--- src/rtl/alu_arbiter_pkg.sv ---
// ============================================================================
// Module : alu_arbiter_pkg
// Brief  : Shared ALU op codes, zero constant and arbiter state encoding.
// Rev    : 1.0 - initial release
// ============================================================================
`default_nettype none

package alu_arbiter_pkg;

  localparam logic [3:0]  ALU_AND  = 4'd0;
  localparam logic [3:0]  ALU_OR   = 4'd1;
  localparam logic [3:0]  ALU_ADD  = 4'd2;
  localparam logic [3:0]  ALU_SLL  = 4'd3;
  localparam logic [3:0]  ALU_SUB  = 4'd6;
  localparam logic [3:0]  ALU_NONE = 4'd15;

  localparam logic [31:0] ZERO     = 32'd0;

  typedef enum logic [1:0] {
    ARB_IDLE = 2'd0,
    ARB_EXEC = 2'd1,
    ARB_RESP = 2'd2
  } arb_state_e;

endpackage

`default_nettype wire

--- src/rtl/alu_arbiter_rr_picker.sv ---
// ============================================================================
// Module : rr_picker
// Brief  : Combinational round-robin selector; searches from last+1 with wrap.
// Rev    : 1.0 - initial release
// ============================================================================
`default_nettype none

module rr_picker #(
  parameter int N   = 2,
  parameter int IDW = 1
) (
  input  logic [N-1:0]   req_i,
  input  logic [IDW-1:0] last_i,
  output logic [N-1:0]   gnt_o,
  output logic [IDW-1:0] idx_o,
  output logic           any_o
);

  // Distance k from the last winner sets priority; k = N wraps back to last.
  always_comb begin
    gnt_o = '0;
    idx_o = '0;
    any_o = 1'b0;
    for (int k = 1; k <= N; k++) begin
      for (int i = 0; i < N; i++) begin
        if (!any_o && req_i[i] && (((int'(last_i) + k) % N) == i)) begin
          gnt_o[i] = 1'b1;
          idx_o    = IDW'(i);
          any_o    = 1'b1;
        end
      end
    end
  end

endmodule

`default_nettype wire

--- src/rtl/alu_arbiter.sv ---
// ============================================================================
// Module : alu_arbiter
// Brief  : Round-robin sharing of one combinational ALU with registered
//          operands/result. Optional grant counters via ALU_ARB_STATS_EN.
// Rev    : 1.0 - initial release
// ============================================================================
`default_nettype none

module alu_arbiter
  import alu_arbiter_pkg::*;
#(
  parameter int NUM_REQ = 2,
  parameter int IDW     = (NUM_REQ > 1) ? $clog2(NUM_REQ) : 1
) (
  input  logic                     clk,
  input  logic                     rst,
  input  logic [NUM_REQ-1:0]       req_valid,
  output logic [NUM_REQ-1:0]       req_ready,
  input  logic [NUM_REQ-1:0][3:0]  req_op,
  input  logic [NUM_REQ-1:0][31:0] req_a,
  input  logic [NUM_REQ-1:0][31:0] req_b,
  output logic [NUM_REQ-1:0]       rsp_valid,
  input  logic [NUM_REQ-1:0]       rsp_ready,
  output logic [31:0]              rsp_result,
  output logic                     rsp_zero,
  output logic [IDW-1:0]           rsp_id,
  output logic [3:0]               alu_operation,
  output logic [31:0]              alu_operand_a,
  output logic [31:0]              alu_operand_b,
  input  logic [31:0]              alu_result,
  input  logic                     alu_result_zero,
  output logic [NUM_REQ-1:0][15:0] stat_grants
);

  arb_state_e       state_q, state_d;
  logic [IDW-1:0]   last_q, last_d;
  logic [IDW-1:0]   id_q, id_d;
  logic [IDW-1:0]   rsp_id_q, rsp_id_d;
  logic [3:0]       op_q, op_d;
  logic [31:0]      a_q, a_d, b_q, b_d;
  logic [31:0]      res_q, res_d;
  logic             zero_q, zero_d;

  logic [NUM_REQ-1:0] pick_gnt;
  logic [IDW-1:0]     pick_idx;
  logic               pick_any;

  rr_picker #(
    .N   (NUM_REQ),
    .IDW (IDW)
  ) u_picker (
    .req_i  (req_valid),
    .last_i (last_q),
    .gnt_o  (pick_gnt),
    .idx_o  (pick_idx),
    .any_o  (pick_any)
  );

  always_comb begin
    state_d       = state_q;
    last_d        = last_q;
    id_d          = id_q;
    rsp_id_d      = rsp_id_q;
    op_d          = op_q;
    a_d           = a_q;
    b_d           = b_q;
    res_d         = res_q;
    zero_d        = zero_q;
    req_ready     = '0;
    rsp_valid     = '0;
    alu_operation = ALU_NONE;
    alu_operand_a = ZERO;
    alu_operand_b = ZERO;
    case (state_q)
      ARB_IDLE: begin
        req_ready = pick_gnt;
        if (pick_any) begin
          op_d    = req_op[pick_idx];
          a_d     = req_a[pick_idx];
          b_d     = req_b[pick_idx];
          id_d    = pick_idx;
          last_d  = pick_idx;
          state_d = ARB_EXEC;
        end
      end
      ARB_EXEC: begin
        alu_operation = op_q;
        alu_operand_a = a_q;
        alu_operand_b = b_q;
        res_d         = alu_result;
        zero_d        = alu_result_zero;
        rsp_id_d      = id_q;
        state_d       = ARB_RESP;
      end
      ARB_RESP: begin
        rsp_valid[rsp_id_q] = 1'b1;
        if (rsp_ready[rsp_id_q]) begin
          state_d = ARB_IDLE;
        end
      end
      default: state_d = ARB_IDLE;
    endcase
  end

  always_ff @(posedge clk) begin
    if (rst) begin
      state_q  <= ARB_IDLE;
      last_q   <= IDW'(NUM_REQ - 1);
      id_q     <= '0;
      rsp_id_q <= '0;
      op_q     <= ALU_NONE;
      a_q      <= ZERO;
      b_q      <= ZERO;
      res_q    <= ZERO;
      zero_q   <= 1'b0;
    end else begin
      state_q  <= state_d;
      last_q   <= last_d;
      id_q     <= id_d;
      rsp_id_q <= rsp_id_d;
      op_q     <= op_d;
      a_q      <= a_d;
      b_q      <= b_d;
      res_q    <= res_d;
      zero_q   <= zero_d;
    end
  end

  assign rsp_result = res_q;
  assign rsp_zero   = zero_q;
  assign rsp_id     = rsp_id_q;

`ifdef ALU_ARB_STATS_EN
  logic [15:0] cnt_q [NUM_REQ];

  for (genvar g = 0; g < NUM_REQ; g++) begin : g_stat
    // A grant in IDLE is always a handshake since the winner is valid.
    always_ff @(posedge clk) begin
      if (rst) begin
        cnt_q[g] <= '0;
      end else if ((state_q == ARB_IDLE) && pick_gnt[g] && (cnt_q[g] != 16'hFFFF)) begin
        cnt_q[g] <= cnt_q[g] + 16'd1;
      end
    end
    assign stat_grants[g] = cnt_q[g];
  end
`else
  assign stat_grants = '0;
`endif

endmodule

`default_nettype wire

--- config.mk ---
export PLATFORM = sky130hd
export DESIGN_NAME = alu_arbiter
export DESIGN_NICKNAME = d
export VERILOG_FILES = /design/src/rtl/alu_arbiter_pkg.sv /design/src/rtl/alu_arbiter_rr_picker.sv /design/src/rtl/alu_arbiter.sv
export SDC_FILE = /design/constraint.sdc
export NUM_CORES = 1
export LEC_CHECK = 0
export ABC_CLOCK_PERIOD_IN_PS = 2900
export CORE_AREA = 4 4 120 122
export DETAILED_ROUTE_END_ITERATION = 16
export DIE_AREA = 0 0 124 126
export PLACE_DENSITY = 0.81
export SKIP_LAST_GASP = 1
export SYNTH_ARGS = -nofsm -noshare
export SYNTH_HDL_FRONTEND = slang
export SYNTH_HIERARCHICAL = 1
export SYNTH_SLANG_ARGS = --single-unit
--- constraint.sdc ---
create_clock -name clk -period 2.9 [get_ports clk]
set_input_delay 0.58 -clock clk [delete_from_list [all_inputs] [get_ports clk]]
set_output_delay 0.58 -clock clk [all_outputs]
set_load 0.05 [all_outputs]
# Word level (Yosys, flattened, before mapping)
# Index checks and enable logic that the tools add are counted.
[op_classes]
reduce_logical = 16
eq_ne = 6
bitwise = 2
n_addsub = 2
muxes = 27
magnitude_cmp = 3
[ops]
columns = ["op", "count"]
rows = [
  ["$mux 32", 6],
  ["$logic_not 32->1", 2],
  ["$mux 1", 12],
  ["$mux 4", 3],
  ["$logic_and 1x1->1", 8],
  ["$mux 2", 4],
  ["$eq 2x2->1 const B", 3],
  ["$pmux 2 s3", 1],
  ["$lt 1x2->1 const B", 2],
  ["$ne 2x2->1 const B", 2],
  ["$reduce_and 2->1", 2],
  ["$logic_not 1->1", 3],
  ["$add 1x1->1 const B", 2],
  ["$and 1x1->1 const A", 2],
  ["$eq 2x1->1 const B", 1],
  ["$logic_not 2->1", 1],
  ["$demux 1 s1", 1],
  ["$ge 1x1->1 const B", 1],
]
[word_totals]
elab_cells = 65
output_inout_bits = 138
ff_bits = 106

# Depth between registers and ports, before layout
# Gate-level depths: netlist of run 1.
[depth]
depth_word = 19
ltp_mapped = 6
depth_no_buf = 5

# By module
# The synthesis of run 1 kept the hierarchy.
[by_module_without_submodules]
columns = ["module", "area_per_inst_um2", "cells_each", "instances"]
rows = [
  ["alu_arbiter", 4885.9, 505, 1],
  ["rr_picker", 32.5, 5, 1],
]

# Least setup slack after synthesis of run 1
# Ideal clock, no wire load.
[synth_timing]
path_kind = "reg2out"
startpoint = "reg rsp_id_q, in the netlist rsp_id"
endpoint = "out rsp_valid[0]"
stages_incl_launch_ff = 2
n_path_buf = 0
t_required_ps = 2320
arrival_ps = 1732
setup_slack_ps = 588
cell_sequence = "dfxtp_1 > nor3b_1"
[synth_via]
elab_chain_cells = 5
word_cells_on_any_way = 6
classes_between = "2 x order compare; 3 x mux; 1 x reduce/logical"
[synth_rtl]
columns = ["item", "line_no", "text"]
rows = [
  ["start, declared", "alu_arbiter.sv:38", "logic [IDW-1:0] rsp_id_q, rsp_id_d;"],
  ["start signal, assigned", "alu_arbiter.sv:120", "rsp_id_q <= rsp_id_d;"],
  ["$lt 1x2->1 (implied by the code) or $ge 1x1->1 (tied branches)", "alu_arbiter.sv:96", "rsp_valid[rsp_id_q] = 1'b1;"],
  ["$logic_and 1x1->1 (implied by the code)", "alu_arbiter.sv:96", ""],
  ["$mux 1 (implied by the code)", "alu_arbiter.sv:96", ""],
  ["$demux 1 s1 *", "alu_arbiter.sv:96", ""],
  ["$mux 2 *", "alu_arbiter.sv:74", "case (state_q)"],
  ["end, declared", "alu_arbiter.sv:22", "output logic [NUM_REQ-1:0] rsp_valid,"],
]
# Every way passes the cells marked *; elsewhere a longest branch is shown, timed or not.

# Final worst setup path of run 1
[layout_timing]
startpoint = "reg state_q[0]"
endpoint = "out alu_operand_a[13]"
[layout_via]
elab_chain_cells = 2
[layout_rtl]
columns = ["item", "line_no", "text"]
rows = [
  ["start, declared", "alu_arbiter.sv:35", "arb_state_e state_q, state_d;"],
  ["start signal, assigned", "alu_arbiter.sv:117", "state_q <= state_d;"],
  ["$eq 2x1->1", "alu_arbiter.sv:74", ""],
  ["$mux 32", "alu_arbiter.sv:74", ""],
  ["end, declared", "alu_arbiter.sv:28", "output logic [31:0] alu_operand_a,"],
]
# No other way between the ends.

==> results.yml, run 1 <==
sta:
  hold_viol: 0
  tns_ps: 0
  worst_clock_skew_ps: 10.0
  setup_viol: 0
  fin_crit_sh_pct: 88.6
  slew_headroom_pct: 63.0
  fin_crit_ps: 2570
  worstMarginPinSlew_ps: 554
  fmax_mhz: 389
  rsz0062_at_grt: "false"
  maxSlewViolCount: 0
yosys:
  netlist_area_um2: 4920
  synth.cells.most_frequent: "106 x dfxtp_1, 70 x nand2_1, 69 x mux2i_1"
  avgSynthCellArea_um2: 9.64
  synth_area_leader_cell: "dfxtp_1"
  synth-main-ff-cell: "dfxtp_1"
  yosysMostFrequentCell: "dfxtp_1"
  yosysTopAreaCellShare_pct: 43.1
  yosys-top-cells-area: "dfxtp_1 43%, mux2i_1 14%, o2bb2ai_1 9.6%"
  synth_seq_cells: 106
  synth_cell_types: 25
  ys_seq_area_share_pct: 43.1
  synthCells: 510
  synth_enable_flop_cells: 0
  yosys_warnings: 6
  async_flop_share_pct: 0
die:
  fp.dieArea_um2: 15600
  ioPinCount: 313
  fp.dieW_um: 124
  core-area_um2: 13200
  row_count: 42
  floorplan.initialDensity_pct: 37.3
  die_y_um: 126
grt:
  gr-total-overflow: 0
  antenna_found_initial: 0
  grtUsageTotal_pct: 19.0
  grt_pass1_vias: 4596
  grt_pass1_wl_um: 23400
  grt_max_degree: 70
finish:
  finalNetCount: 945
  drive_gt1_share_pct: 14.1
  fin_util_pct: 62.6
  syn_to_final_growth_pct: 67.9
  insertedDiodeCount: 0
critical_path:
  worstSetupPathType: "flip-flop to output pin"
  crit_arrival_ps: 1990
  required_ps: 2320
  crit_fanout: 50
  cp-start-kind: "flip-flop"
  end_kind: "output pin"
cts:
  htreeDepth: 3
  clock_latency_ps: 340
  cts_hold_buf: 0
  path_clk_slew_ps: 70
  cts-root-buf: "clkbuf_16"
  cts_buffer_depth: 2
  cts_tree: "done"
  cts_resized: 0
  numCtsBuffers: 9
  post_cts.repair.setup_buffers: 0
  cts.sinks: 106
place:
  io_buffers: 280
  hpwl_um: 12500
  gp_congestion: 0.835
power:
  power_frac_seq_pct: 40.4
  p_int_mw: 2.87
  power_frac_comb_pct: 29.4
  peakVddDrop_v: 0.000282
  p_switching_mw: 1.27
  leakage_nw: 3.26
  power_frac_clock_pct: 30.2
  power_density_nw_per_um2: 501
  p_sw_share_pct: 30.7
route:
  vias: 4528
  drc_errors: 0
  drt-initial-drc-count: 158
  wirelength_um: 15700
  routedWlPerCell_um: 16.5
  dr.pass1.iters: 4
  detail-route-antenna-nets: 0
  vias_per_cell: 4.76
min_path:
  hold_path.class: "flip-flop to flip-flop"
job:
  cap_violations: 0
status:
  status: "finished clean"
==> cell usage in the layout, fill, tap and decap left out <==
cell,n
a21boi_0,1
a21boi_4,1
a21oi_1,37
a21oi_4,1
a2bb2oi_1,4
and2_1,66
and3b_1,1
buf_12,32
buf_2,1
buf_4,45
bufinv_16,1
clkbuf_16,9
clkbuf_8,3
clkdlybuf4s50_1,213
clkinv_2,2
clkinv_4,1
conb_1,32
dfxtp_1,106
inv_1,2
mux2i_1,69
nand2_1,70
nand2b_1,6
nand3_1,1
nand3b_1,1
nor2_1,1
nor2b_4,1
nor3b_1,1
o2bb2ai_1,54
o2bb2ai_2,10
or2_1,1
or2_2,1
or3b_4,1
==> sequential cells by signal (all words and copies together), names as in the netlist, 2 cells and up <==
signal	cells
state_q	2
rsp_result	32
a_q	32
op_q	4
b_q	32
==> power by group through the flow <==
stage / Sequential, mW / Clock (mW) / Combinational, mW
after global routing: 1.69 / 1.35 / 1.29
after floorplan: 1.78 / 0 / 0.645
final: 1.67 / 1.25 / 1.22
after global placement: 1.70 / 0 / 1.20
after CTS: 1.67 / 1.29 / 1.23
after detailed placement: 1.70 / 0 / 1.23
==> kinds of logic after synthesis <==
logic type	count (synthesis)	synth area share, %
DFF	106	43.1
AOI/OAI and AO/OA	108	17.6
muxes	69	14.0
and+or+nand+nor	151	15.8
buffers and inverters	75	9.41
other	1	0.0762
==> metrics by stage <==
stage / hold WS, ps / instances / setup WS (ps) / total power [mW] / area [um^2]
final: 455 / 951 / 330 / 4.14 / 8260
after global routing: 474 / 951 / 148 / 4.33 / 8260
after CTS: 455 / 951 / 258 / 4.19 / 8260
after detailed placement: 440 / 935 / 243 / 2.93 / 7950
after global placement: 436 / 935 / 334 / 2.90 / 7950
after floorplan: 424 / 541 / 588 / 2.43 / 5030
==> final cells by class <==
type | instances | area (um^2)
Clock inverter | 4 | 48.8
Clock buffer | 12 | 267
Timing Repair Buffer | 291 | 3120
Tap cell | 176 | 220
Multi-Input combinational cell | 360 | 2480
Fill cell | 1057 | 4930
Sequential cell | 106 | 2120
Inverter | 2 | 7.51
==> layer usage <==
| layer | vias to the layer above | part of all wire, % | track usage [%] | routed length (um) |
|---|---|---|---|---|
| met1 | 2096 | 37 | 20.6 | 5890 |
| met2 | 195 | 52 | 35.2 | 8220 |
| li1 | 2212 | - | - | - |
| met3 | 25 | 8.2 | 5.52 | 1290 |
| met5 | - | 0 | 0 | 0 |
| met4 | 0 | 2.2 | 5.99 | 339 |
==> worst max-delay path: stages, from the launching register on <==
cell     delay [ps]
dfxtp_1         490
nor2b_4         290
buf_4           410
and2_1          270
buf_12          150
==> worst paths after layout <==
kind,cells past startpoint,to,startpoint,slack [ps]
worst min-delay path,2,rsp_result[16]$_SDFFE_PP0N_,rsp_result[16]$_SDFFE_PP0N_,460
worst max register to register,5,b_q[28]$_SDFFE_PP0P_,state_q[1]$_SDFFE_PP0P_,1150
worst min register to register,2,rsp_result[16]$_SDFFE_PP0N_,rsp_result[16]$_SDFFE_PP0N_,460
worst max-delay path,4,alu_operand_a[13],state_q[0]$_SDFFE_PP0P_,330
(Power assumes the default switching activity.)
==> inputs of run 2 (changes only) <==
--- a/config.mk
+++ b/config.mk
@@ -9,6 +9,7 @@
 export CORE_AREA = 4 4 120 122
 export DETAILED_ROUTE_END_ITERATION = 16
 export DIE_AREA = 0 0 124 126
+export HOLD_SLACK_MARGIN = 0.12
 export PLACE_DENSITY = 0.81
 export SKIP_LAST_GASP = 1
 export SYNTH_ARGS = -nofsm -noshare
==> results of run 2 <==
The final DEF is identical to that of run 1; final timing and power are the same.
==> inputs of run 3 (changes only) <==
--- a/config.mk
+++ b/config.mk
@@ -5,10 +5,10 @@
 export SDC_FILE = /design/constraint.sdc
 export NUM_CORES = 1
 export LEC_CHECK = 0
-export ABC_CLOCK_PERIOD_IN_PS = 2900
-export CORE_AREA = 4 4 120 122
+export ABC_CLOCK_PERIOD_IN_PS = 2800
+export CORE_MARGIN = 4
+export CORE_UTILIZATION = 37
 export DETAILED_ROUTE_END_ITERATION = 16
-export DIE_AREA = 0 0 124 126
 export HOLD_SLACK_MARGIN = 0.12
 export PLACE_DENSITY = 0.81
 export SKIP_LAST_GASP = 1
==> constraint.sdc (replaced) <==
create_clock -name clk -period 2.8 [get_ports clk]
set_input_delay 0.56 -clock clk [delete_from_list [all_inputs] [get_ports clk]]
set_output_delay 0.56 -clock clk [all_outputs]
set_load 0.05 [all_outputs]
==> results.yml, run 3 (synthesized netlist as in run 1, its figures left out) <==
status:
  status: "finished clean"
route:
  wirelength_um: 15200
  detail-route-antenna-nets: 0
  drc_errors: 0
  routedWlPerCell_um: 16.0
  dr.pass1.iters: 4
  drt-initial-drc-count: 107
  vias: 4555
  vias_per_cell: 4.82
sta:
  tns_ps: 0
  slew_headroom_pct: 63.6
  fin_crit_ps: 2470
  worst_clock_skew_ps: 10.4
  setup_ws_ps: 332
  fin_crit_sh_pct: 88.1
  setup_viol: 0
  maxSlewViolCount: 0
  fmax_mhz: 405
  worstMarginPinSlew_ps: 544
  hold_ws_ps: 454
  rsz0062_at_grt: "false"
  hold_viol: 0
power:
  power.total_mw: 4.42
  peakVddDrop_v: 0.000425
  leakage_nw: 3.36
  power_density_nw_per_um2: 508
die:
  ioPinCount: 313
  core-area_um2: 12800
  die_y_um: 123
  row_count: 41
  floorplan.initialDensity_pct: 38.4
  fp.dieArea_um2: 15200
  fp.dieW_um: 123
critical_path:
  rr_endpoint: "b_q[5]$_SDFFE_PP0P_"
  r2r_cells: 4
  crit_fanout: 7
  r2r_slack_ps: 1060
  cp-start-kind: "flip-flop"
  worstSetupPathType: "flip-flop to output pin"
  timing.rr.start: "state_q[1]$_SDFFE_PP0P_"
  end_kind: "output pin"
  crit_arrival_ps: 1910
  required_ps: 2240
grt:
  gr-total-overflow: 0
  grt_pass1_vias: 4553
  grtUsageTotal_pct: 18.7
  antenna_found_initial: 0
  grt_max_degree: 61
  grt_pass1_wl_um: 22500
cts:
  cts_buffer_depth: 2
  clock_latency_ps: 330
  htreeDepth: 3
  cts_tree: "done"
  cts.sinks: 106
  post_cts.repair.setup_buffers: 0
  path_clk_slew_ps: 70
  numCtsBuffers: 9
  cts_hold_buf: 0
  cts-root-buf: "clkbuf_16"
  cts_resized: 0
finish:
  insertedDiodeCount: 0
  finalNetCount: 944
  final_cell_mix: "210 x clkdlybuf4s50_1, 106 x dfxtp_1, 70 x nand2_1"
  layout_commonest_cell: "clkdlybuf4s50_1"
  syn_to_final_growth_pct: 77.1
  drive_gt1_share_pct: 14.3
  stdcell_count: 946
min_path:
  worstHoldPathCells: 2
  hold_start: "rsp_result[30]$_SDFFE_PP0N_"
  hold_end: "rsp_result[30]$_SDFFE_PP0N_"
  hold_path.class: "flip-flop to flip-flop"
place:
  pre_cts_ws_ps: 196
  gp_congestion: 0.762
  io_buffers: 280
  dp.cells: 930
  hpwl_um: 12000
job:
  cap_violations: 0
==> run 3: worst max-delay path, stage by stage, from the launching register on <==
cell and delay [ps]:
dfxtp_1 520, nor3b_1 220, clkdlybuf4s50_1 840
==> run 3: area by class of cell <==
type	count	area, um^2
sequential	106	2120
clock inverter	6	95.1
tap	172	215
timing repair buffer	290	3550
multi-input combinational	360	2480
clock buffer	10	239
fill	943	4110
inverter	2	7.51
==> run 3: how the worst max path moves through the flow <==
stage          slack [ps]  cells past startpoint               startpoint                   to
3_5_place_dp          200                      6             req_valid[0]  a_q[1]$_SDFFE_PP0P_
2_1_floorplan         510                      1      rsp_id$_SDFFE_PP0N_         rsp_valid[0]
4_1_cts               310                      2  state_q[1]$_SDFFE_PP0P_         rsp_valid[0]
3_3_place_gp          250                      6             req_valid[0]  a_q[1]$_SDFFE_PP0P_
5_1_grt               250                      4  state_q[0]$_SDFFE_PP0P_    alu_operand_a[18]
6_report              330                      2  state_q[1]$_SDFFE_PP0P_         rsp_valid[0]
==> run 3: routing by layer <==
| layer | wire, um | global-route usage (%) | up-vias |
|---|---|---|---|
| li1 | - | - | 2212 |
| met1 | 5440 | 19.9 | 2091 |
| met2 | 7780 | 34.6 | 225 |
| met3 | 1510 | 6.13 | 27 |
| met4 | 429 | 6.16 | 0 |
| met5 | 0 | 0 | - |
==> run 3: where the power goes <==
part           switching (mW)  internal, mW  total (mW)
Clock                   0.563         0.818        1.38
Sequential             0.0775          1.65        1.73
Combinational           0.713         0.602        1.31
Total                    1.35          3.07        4.42
==> run 3: per-stage QoR <==
stage | utilization (%) | cell area (um^2)
after floorplan | - | 5030
after global placement | 65.3 | 8380
after detailed placement | 65.3 | 8380
after CTS | 67.9 | 8710
after global routing | 67.9 | 8710
final | 67.9 | 8710
